==> src/rtl/lfsr_pulse_scheduler.sv <==
`default_nettype none
`timescale 1ns/1ps
// ============================================================================
// Module  : lfsr_pulse_scheduler
// Brief   : 16-bit LFSR driven random pulse source with fixed width and gap.
//           Optional macro SEED_LOAD_EN adds a runtime seed-load port pair.
// Revision: 1.0 - initial release
// ============================================================================
module lfsr_pulse_scheduler #(
  parameter logic [15:0] SEED    = 16'hACE1,
  parameter int          PULSE_W = 4,
  parameter int          MIN_GAP = 2
) (
  input  logic        clk,
  input  logic        rst_n,
  input  logic        ena,
  input  logic [7:0]  density,
  output logic        pulse,
  output logic        busy,
  output logic [15:0] lfsr_q
`ifdef SEED_LOAD_EN
  ,
  input  logic        seed_load,
  input  logic [15:0] seed_val
`endif
);

  localparam logic [15:0] c_seed       = (SEED == 16'h0000) ? 16'hACE1 : SEED;
  localparam logic [7:0]  c_pulse_last = 8'(PULSE_W - 1);
  localparam logic [7:0]  c_gap_last   = (MIN_GAP == 0) ? 8'd0 : 8'(MIN_GAP - 1);

  localparam logic [1:0] c_st_idle = 2'd0;
  localparam logic [1:0] c_st_high = 2'd1;
  localparam logic [1:0] c_st_gap  = 2'd2;

  logic [1:0]  r_state;
  logic [7:0]  r_cnt;
  logic [1:0]  w_state_nxt;
  logic [7:0]  w_cnt_nxt;
  logic [15:0] w_lfsr_nxt;
  logic [15:0] w_lfsr_step;
  logic        w_hit;
  logic        w_load;
  logic [15:0] w_load_val;

`ifdef SEED_LOAD_EN
  assign w_load     = seed_load;
  assign w_load_val = (seed_val == 16'h0000) ? 16'hACE1 : seed_val;
`else
  assign w_load     = 1'b0;
  assign w_load_val = c_seed;
`endif

  assign w_lfsr_step = {lfsr_q[14:0], lfsr_q[15] ^ lfsr_q[13] ^ lfsr_q[12] ^ lfsr_q[10]};
  assign w_hit       = (lfsr_q[7:0] < density);

  always_comb begin
    w_state_nxt = r_state;
    w_cnt_nxt   = r_cnt;
    w_lfsr_nxt  = lfsr_q;
    if (w_load) begin
      w_lfsr_nxt  = w_load_val;
      w_state_nxt = c_st_idle;
      w_cnt_nxt   = 8'd0;
    end else if (!ena) begin
      w_state_nxt = c_st_idle;
      w_cnt_nxt   = 8'd0;
    end else begin
      w_lfsr_nxt = w_lfsr_step;
      case (r_state)
        c_st_idle: begin
          if (w_hit) begin
            w_state_nxt = c_st_high;
            w_cnt_nxt   = c_pulse_last;
          end
        end
        c_st_high: begin
          // Terminal count is checked before decrementing, so the counter never wraps.
          if (r_cnt == 8'd0) begin
            w_state_nxt = (MIN_GAP == 0) ? c_st_idle : c_st_gap;
            w_cnt_nxt   = c_gap_last;
          end else begin
            w_cnt_nxt = r_cnt - 8'd1;
          end
        end
        c_st_gap: begin
          if (r_cnt == 8'd0) begin
            w_state_nxt = c_st_idle;
          end else begin
            w_cnt_nxt = r_cnt - 8'd1;
          end
        end
        default: begin
          w_state_nxt = c_st_idle;
          w_cnt_nxt   = 8'd0;
        end
      endcase
    end
  end

  // Outputs decode the next state so pulse rises on the same edge that enters HIGH.
  always_ff @(posedge clk or negedge rst_n) begin
    if (!rst_n) begin
      r_state <= c_st_idle;
      r_cnt   <= 8'd0;
      lfsr_q  <= c_seed;
      pulse   <= 1'b0;
      busy    <= 1'b0;
    end else begin
      r_state <= w_state_nxt;
      r_cnt   <= w_cnt_nxt;
      lfsr_q  <= w_lfsr_nxt;
      pulse   <= (w_state_nxt == c_st_high);
      busy    <= (w_state_nxt != c_st_idle);
    end
  end

endmodule
`default_nettype wire

==> config.mk <==
export PLATFORM = sky130hd
export DESIGN_NAME = lfsr_pulse_scheduler
export DESIGN_NICKNAME = d
export VERILOG_FILES = /design/src/rtl/lfsr_pulse_scheduler.sv
export SDC_FILE = /design/constraint.sdc
export NUM_CORES = 1
export LEC_CHECK = 0
export BUFFER_PORTS_ARGS = -buffer_cell sky130_fd_sc_hd__buf_2
export CAP_MARGIN = 5
export CORE_MARGIN = 4
export CORE_UTILIZATION = 30
export CTS_BUF_LIST = sky130_fd_sc_hd__clkbuf_4 sky130_fd_sc_hd__clkbuf_8 sky130_fd_sc_hd__clkbuf_16
export DETAILED_ROUTE_END_ITERATION = 10
export GPL_TIMING_DRIVEN = 0
export PLACE_DENSITY = 0.59
export SLEW_MARGIN = 20
export SYNTH_ARGS = -nofsm -noshare
export SYNTH_HDL_FRONTEND = slang
export SYNTH_SLANG_ARGS = --single-unit
==> constraint.sdc <==
create_clock -name clk -period 2.7 [get_ports clk]
set_input_delay 0.135 -clock clk [delete_from_list [all_inputs] [get_ports clk]]
set_output_delay 0.135 -clock clk [all_outputs]
set_load 0.02 [all_outputs]
# Word level (Yosys, flattened, before mapping)
# Index checks and enable logic that the tools add are counted.
[totals] word_cells=29 out_inout_bits=18 input_bits=11 reg_bits=28
[classes] n_lt_le_gt_ge=1 addsub=1 bitwise=3 n_eq_ne=5 n_mux=10 reduce_logical=4
[ops] cell="two-way mux 8 bit" count=4
[ops] cell="one-hot mux 8 bit (3 select lines)" count=1
[ops] cell="logical NOT 8 bit" count=1
[ops] cell="less-than comparator 8 bit" count=1
[ops] cell="two-way mux 2 bit" count=4
[ops] cell="subtractor 8 x 1 -> 8 bit (second input constant)" count=1
[ops] cell="inequality test 3 bit (second input constant)" count=2
[ops] cell="one-hot mux 2 bit (3 select lines)" count=1
[ops] cell="== test 2 x 1 -> 1 bit (second input constant)" count=2
[ops] cell="bitwise XOR 1 bit" count=3
[ops] cell="== test 2 bit (second input constant)" count=1
[ops] cell="logical NOT 2 bit" count=1
[ops] cell="AND reduction 2 bit" count=1
[ops] cell="nonzero test 2 bit" count=1

# Longest topological paths before layout
# Gate-level depths: netlist of run 1.
[logic_depth] depth_word=5 ltp_mapped=8 mapped_depth_nobuf=7

# Worst setup path before layout of run 1
# Ideal clock, no wire load.
[synth_path] kind="flip-flop to flip-flop" startpoint="register r_cnt[0]" endpoint="register r_cnt[6]" stages_incl_launch_ff=9 synth_period_minus_slack_ps=1987 setup_time_ps=125 setup_slack_ps=713 arrival_time_ps=1862 n_path_buf=1 path_cell_list="dfrtp_1 inv_1 ha_1 nor4b_2 nand2_1 nand2_1 or3b_1 buf_6 mux2_4"
[synth_between] elab_chain_cells=4 word_cells_on_any_way=8 cone_classes="1 x add/sub; 1 x eq/ne; 4 x mux; 2 x reduce/logical"
[synth_lines] element="start: declaration" line_no="37" source="logic [7:0] r_cnt;"
[synth_lines] element="start signal: assignment" line_no="111" source="r_cnt <= w_cnt_nxt;"
[synth_lines] element="subtractor 8 x 1 -> 8 bit or logical NOT 8 bit (tied branches)"
[synth_lines] element="two-way mux 8 bit (on tied branches)" line_no="87, 79"
[synth_lines] element="one-hot mux 8 bit (3 select lines)" line_no="70" source="case (r_state)"
[synth_lines] element="two-way mux 8 bit" line_no="65" source="end else if (!ena) begin"
# Several ways; a longest one is shown, not always the timed one. The select of a mux whose other input is x is not followed.
# A chain may end at the register's enable or synchronous reset.

# Worst setup path after layout of run 1
# Ends and elaborated chain as after synthesis.

==> flow_summary_export.csv, run 1 <==
group,metric,value,unit
sta,worst_slew_pin_slew,0.628,ns
synthesis,synth.largest_area_cell,"dfrtp_1",
drt,dr.pass1.iters,4,
cts,cts_tree,"built",
synthesis,syn_area,0.00164,mm2
synthesis,synthDominantCellAreaShare,30.5,%
synthesis,synth_edf_count,0,
cts,clkTransAtPathRegs,0.10,ns
sta,max_clock_freq,0.441,GHz
cells_and_area,layout_commonest_cell,"buf_2",
die,dieArea,0.00671,mm2
worst_setup_path,critPathArrivalTime,2.44,ns
synthesis,ys_warn_count,0,
power,leakage,0.905,nW
cells_and_area,diodes,0,
synthesis,syn_nets,179,
drt,antenna_left,0,
sta,hold_viol_final,0,
cells_and_area,final_nets,213,
synthesis,ys_ff_latch,28,
global_route,grt_usage,10.2,%
cts,post_cts_buffers,0,
status,status,"completed",
sta,rsz0062_at_grt,"false",
sta,maxSlewViolCount,0,
global_route,use_met3,2.96,%
place,portBuffers,28,
worst_setup_path,worst-setup-path-type,"flop to flop",
synthesis,synth_area_leaders,"dfrtp_1 (31%), dfstp_2 (13%), mux2_2 (10%)",
drt,drt_iter0_drc,71,
die,die_h,81.9,um
drt,avgRoutedWirePerCell,11.7,um
die,io_pins,29,
place,place_congestion,0.713,
cts,htreeDepth,1,
worst_setup_path,critPathMaxFanout,6,
worst_setup_path,end_kind,"flop",
synthesis,synth_cell_types,39,
drt,vias,1194,
die,rows,26,
drt,vias_per_cell,4.56,
cells_and_area,final_cell_mix,"buf_2 (29), dfrtp_1 (20), mux2_2 (15), buf_4 (15), nor2_1 (13)",
worst_setup_path,required,2.87,ns
power,worst_ir_drop_vdd,0.628,mV
cts,ctsResizeCount,0,
place,place_inst,257,
global_route,grt_use_met2,16.3,%
global_route,grt_pass1_wl,5440,um
cts,clkSinkCount,28,
synthesis,netlist_instances,159,
power,power_density,1270,mW/mm2
global_route,top_usage_layer,"met2",
power,power,2.47,mW
global_route,grt_pass1_vias,1174,
cells_and_area,syn_to_final_growth,18.8,%
sta,fin_tns_setup,0,ns
cts,hold_buffers,1,
run,maxCapViolations,0,
die,core,0.00520,mm2
sta,finalSetupViolCount,0,
sta,finalClockSkew,0.00249,ns
synthesis,synth_top_flop_cell,"dfrtp_1",
synthesis,avgSynthCellArea,10.3,um2
cts,cts_buffers,3,
sta,period_minus_slack,2.27,ns
sta,finalCritPeriodShare,84.0,%
cts,cts_root_buf,"clkbuf_8",
worst_setup_path,worstSetupStartpointType,"flop",
cts,cts_buffer_depth,2,
synthesis,seq_area_frac_synth,43.3,%
cts,clock_latency,0.28,ns
worst_hold_path,hold_class,"primary input to flop",
drt,drc,0,
global_route,met1_usage,14.0,%
global_route,grt_overflow,0,
synthesis,async_flop_share,100,%
die,die_w,81.9,um
global_route,antenna_found_initial,0,
die,initial_utilization,31.5,%
sta,slew_headroom,58.2,%
cells_and_area,stdcell_count,262,
drt,finalWirelength,3070,um
global_route,grt_max_degree,29,
place,detailed_place_hpwl,2300,um
cells_and_area,drive_above_1_share,39.6,%
-- layout make-up --
class / instances / area, um2
plain buffers: 20 / 140
clock buffers: 3 / 41.3
clock inverters: 1 / 30.0
fillers: 530 / 3260
inverters: 11 / 41.3
multi-input cells: 100 / 748
flip-flops and latches: 28 / 711
well taps: 70 / 87.6
repair buffers: 29 / 150
-- kinds of logic (layout without fill, tap and decap cells) --
group	count (synthesis)	count (layout)	synth area share, %
AND/OR/NAND/NOR	37	37	12.4
AO/OA/AOI/OAI	33	33	12.4
buffers and inverters	31	64	11.1
flip-flops	28	28	43.3
multiplexers	17	17	11.8
adder cells (fa/ha/maj)	9	9	6.87
XOR/XNOR	4	4	2.14
-- final timing paths --
check | start | end | slack, ns | cells past startpoint
max | r_cnt[0] | r_cnt[6] | 0.43 | 8
min | ena | r_state[0] | 0.20 | 3
max reg2reg | r_cnt[0] | r_cnt[6] | 0.43 | 8
min reg2reg | lfsr_q[0] | lfsr_q[0] | 0.53 | 2
max in group asynchronous | rst_n | busy | 1.88 | 2
min in group asynchronous | rst_n | r_cnt[6] | 0.40 | 2
-- synthesized netlist by cell type, types with 2 or more instances --
master     n
nand3_1    4
a21oi_1    9
xnor2_1    3
nand2b_1   3
a211oi_1   3
nor2b_1    2
nor2_1    13
dfstp_2    8
buf_4     15
mux2_2    15
dfrtp_1   20
clkbuf_1   2
a31oi_1    5
inv_1     11
ha_1       9
nand2_1    7
o21ai_0    8
-- power by group --
group | internal [mW] | total [mW] | switching [mW] | leakage, nW
Sequential | 0.655 | 0.842 | 0.187 | 0.334
Combinational | 0.621 | 1.29 | 0.668 | 0.535
Clock | 0.199 | 0.336 | 0.137 | 0.0357
-- registers in the layout, summed over array words and instances, names as in the netlist --
signal / flops
busy: 1
lfsr_q: 16
pulse: 1
r_cnt: 8
r_state: 2
-- layer usage --
metal	vias to the layer above	wire [um]
li1	606	-
met1	562	1480
met2	24	1420
met3	2	159
met4	0	8
met5	-	0
-- critical path, stage by stage (launching register included) --
cell	delay, ns
dfrtp_1	0.43
inv_1	0.12
ha_1	0.18
nor4b_2	0.33
nand2_1	0.18
nand2_1	0.13
or3b_1	0.36
buf_6	0.15
mux2_4	0.28
-- through the flow --
| stage | hold slack [ns] | setup slack, ns | area [um2] | util, % |
|---|---|---|---|---|
| floorplan | -0.161 | 0.713 | 1640 | - |
| global placement | 0.196 | 0.432 | 1870 | 35.9 |
| detailed placement | 0.201 | 0.456 | 1870 | 35.9 |
| CTS | 0.199 | 0.417 | 1950 | 37.5 |
| global route | 0.221 | 0.214 | 1950 | 37.5 |
| finish | 0.202 | 0.433 | 1950 | 37.5 |
No activity file was read; power rests on OpenSTA's default activity.
==> run 2, diff against run 1 <==
--- a/config.mk
+++ b/config.mk
@@ -12,7 +12,7 @@
 export CTS_BUF_LIST = sky130_fd_sc_hd__clkbuf_4 sky130_fd_sc_hd__clkbuf_8 sky130_fd_sc_hd__clkbuf_16
 export DETAILED_ROUTE_END_ITERATION = 10
 export GPL_TIMING_DRIVEN = 0
-export PLACE_DENSITY = 0.59
+export PLACE_DENSITY = 0.61
 export SLEW_MARGIN = 20
 export SYNTH_ARGS = -nofsm -noshare
 export SYNTH_HDL_FRONTEND = slang
==> constraint.sdc (replaced) <==
create_clock -name clk -period 2 [get_ports clk]
set_input_delay 0.1 -clock clk [delete_from_list [all_inputs] [get_ports clk]]
set_output_delay 0.1 -clock clk [all_outputs]
set_load 0.02 [all_outputs]
==> run 2 against run 1 <==
Net effect: clock skew grew 0.0039 ns; clock power grew 5%; highest routed layer unchanged; wire length grew 9.5%; worst setup slack lost 0.42 ns; worst hold slack lost 0.027 ns; critical path depth shrank 1; sequential cell count is the same.
==> flow_summary_export.csv, run 2 (synthesized netlist as in run 1, its figures left out) <==
group,metric,value,unit
sta,finalSetupViolCount,0,
drt,drt_iter0_drc,60,
cts,htreeDepth,1,
place,place_area,0.00187,mm2
worst_setup_path,cp_slowest_cell,"dfrtp_1",
sta,period_minus_slack,1.99,ns
cells_and_area,multi_input_area,826,um2
cells_and_area,final_area,0.00212,mm2
sta,worst_slew_pin_slew,0.626,ns
place,detailed_place_hpwl,2310,um
die,rows,26,
place,place_congestion,0.766,
worst_setup_path,critPathArrivalTime,2.15,ns
die,io_pins,29,
cts,clkSinkCount,28,
sta,slew_headroom,58.3,%
drt,antenna_left,0,
run,maxCapViolations,0,
worst_setup_path,timing.rr.start,"lfsr_q[2]",
worst_setup_path,worst-setup-path-type,"flop to flop",
worst_setup_path,timing.rr.end,"r_cnt[6]",
drt,avgRoutedWirePerCell,12.2,um
global_route,grt_usage,10.9,%
cts,clock_latency,0.28,ns
global_route,grt_max_degree,29,
cells_and_area,largest-register,"lfsr_q",
cells_and_area,syn_to_final_growth,29.0,%
cells_and_area,fillers,539,
global_route,antenna_found_initial,0,
sta,rsz0062_at_grt,"true",
cells_and_area,largest_reg_flops,16,
power,power_density,1750,mW/mm2
worst_setup_path,path_delay_family,"simple AND/OR/NAND/NOR gates",
worst_setup_path,end_kind,"flop",
worst_setup_path,critPathBufInv,1,
cts,clkTransAtPathRegs,0.09,ns
drt,dr.pass1.iters,4,
die,initial_utilization,31.5,%
cells_and_area,final_cell_mix,"buf_2 (29), buf_4 (29), dfrtp_1 (20)",
worst_setup_path,required,2.17,ns
sta,hold_viol_final,0,
worst_setup_path,critical_path.max_stage_delay,0.42,ns
sta,layout_setup_ws,0.0134,ns
worst_setup_path,critPathMaxFanout,6,
power,leakage,0.979,nW
global_route,grt_pass1_wl,5670,um
global_route,grt_overflow,0,
die,die_h,81.9,um
sta,maxSlewViolCount,0,
cells_and_area,diodes,0,
die,dieArea,0.00671,mm2
worst_hold_path,holdCritStartpoint,"ena",
cts,cts_buffers,3,
worst_setup_path,path_cells,"ha_1 -> nand2_1 -> o21ai_2 -> a211oi_2 -> or3b_1 -> buf_6 -> mux2_4",
global_route,grt_pass1_vias,1221,
cells_and_area,seq_area,711,um2
sta,max_clock_freq,0.503,GHz
cts,cts_root_buf,"clkbuf_8",
worst_setup_path,worstSetupStartpointType,"flop",
worst_hold_path,hold_end,"r_state[0]",
cells_and_area,drive_above_1_share,50.5,%
status,status,"completed",
drt,finalWirelength,3360,um
sta,finalClockSkew,0.00636,ns
cts,cts_tree,"built",
place,pre_cts_ws,-0.221,ns
sta,whs,0.175,ns
drt,vias,1241,
cells_and_area,final_nets,227,
cells_and_area,top_regs,"lfsr_q (16), r_cnt (8), r_state (2)",
drt,drc,0,
worst_hold_path,hold_class,"primary input to flop",
die,die_w,81.9,um
drt,vias_per_cell,4.50,
cts,cts_buffer_depth,2,
worst_setup_path,ff2ff_setup_slack,0.01,ns
place,portBuffers,28,
worst_setup_path,r2r_cells,7,
power,worst_ir_drop_vdd,0.755,mV
die,core,0.00520,mm2
worst_hold_path,whs_path_depth,3,
sta,finalCritPeriodShare,99.3,%
run 2: per-stage QoR:
step	power, mW	utilization, %	std cells	setup TNS (ns)
2_1_floorplan	2.46	-	159	0
3_3_place_gp	2.88	35.9	257	-0.634
3_5_place_dp	2.90	35.9	257	-0.428
4_1_cts	3.52	39.1	272	-0.00119
5_1_grt	4.01	40.6	276	-0.0934
6_report	3.70	40.6	276	0
run 2: cell type report:
cell class | count | share of cell area [%]
Buffer | 20 | 6.62
Clock buffer | 4 | 2.60
Inverter | 11 | 1.95
Multi-Input combinational cell | 100 | 39.0
Sequential cell | 28 | 33.6
Tap cell | 70 | 4.14
Timing Repair Buffer | 43 | 12.1
run 2: power breakdown:
part | switching, mW | internal (mW) | leakage, nW
sequential | 0.258 | 0.884 | 0.334
combinational | 1.07 | 1.14 | 0.616
clock | 0.176 | 0.176 | 0.0288
run 2: routing by layer:
| metal | up-vias | GRT usage (%) | routed length, um |
|---|---|---|---|
| li1 | 632 | - | - |
| met1 | 582 | 14.7 | 1590 |
| met2 | 23 | 17.3 | 1600 |
| met3 | 4 | 2.30 | 126 |
| met4 | 0 | 3.49 | 40 |
| met5 | - | 0 | 0 |
run 2: worst max-delay path by stage:
stage,from,end,depth (start not counted)
global route,lfsr_q[5],r_cnt[6],7
floorplan,r_cnt[0],r_cnt[6],8
CTS,lfsr_q[7],r_cnt[6],7
detailed placement,r_cnt[0],r_cnt[6],8
global placement,r_cnt[0],r_cnt[6],8
finish,lfsr_q[2],r_cnt[6],7
run 2: worst reg2reg max path, delay by kind of cell, from the launching register on:
kind	cells	cell delay, ns
AO/OA/AOI/OAI	2	0.27
adder cells (fa/ha/maj)	1	0.31
buffers and inverters	1	0.14
flip-flops	1	0.42
multiplexers	1	0.28
AND/OR/NAND/NOR	2	0.46
run 2: what timing repair did:
item                       4_1_cts  5_1_grt
buffers inserted                10        5
hold buffers                     1        0
setup endpoints to repair        6        7
pin swaps                        2        9
hold endpoints to repair        20        0
resized for setup               10       11
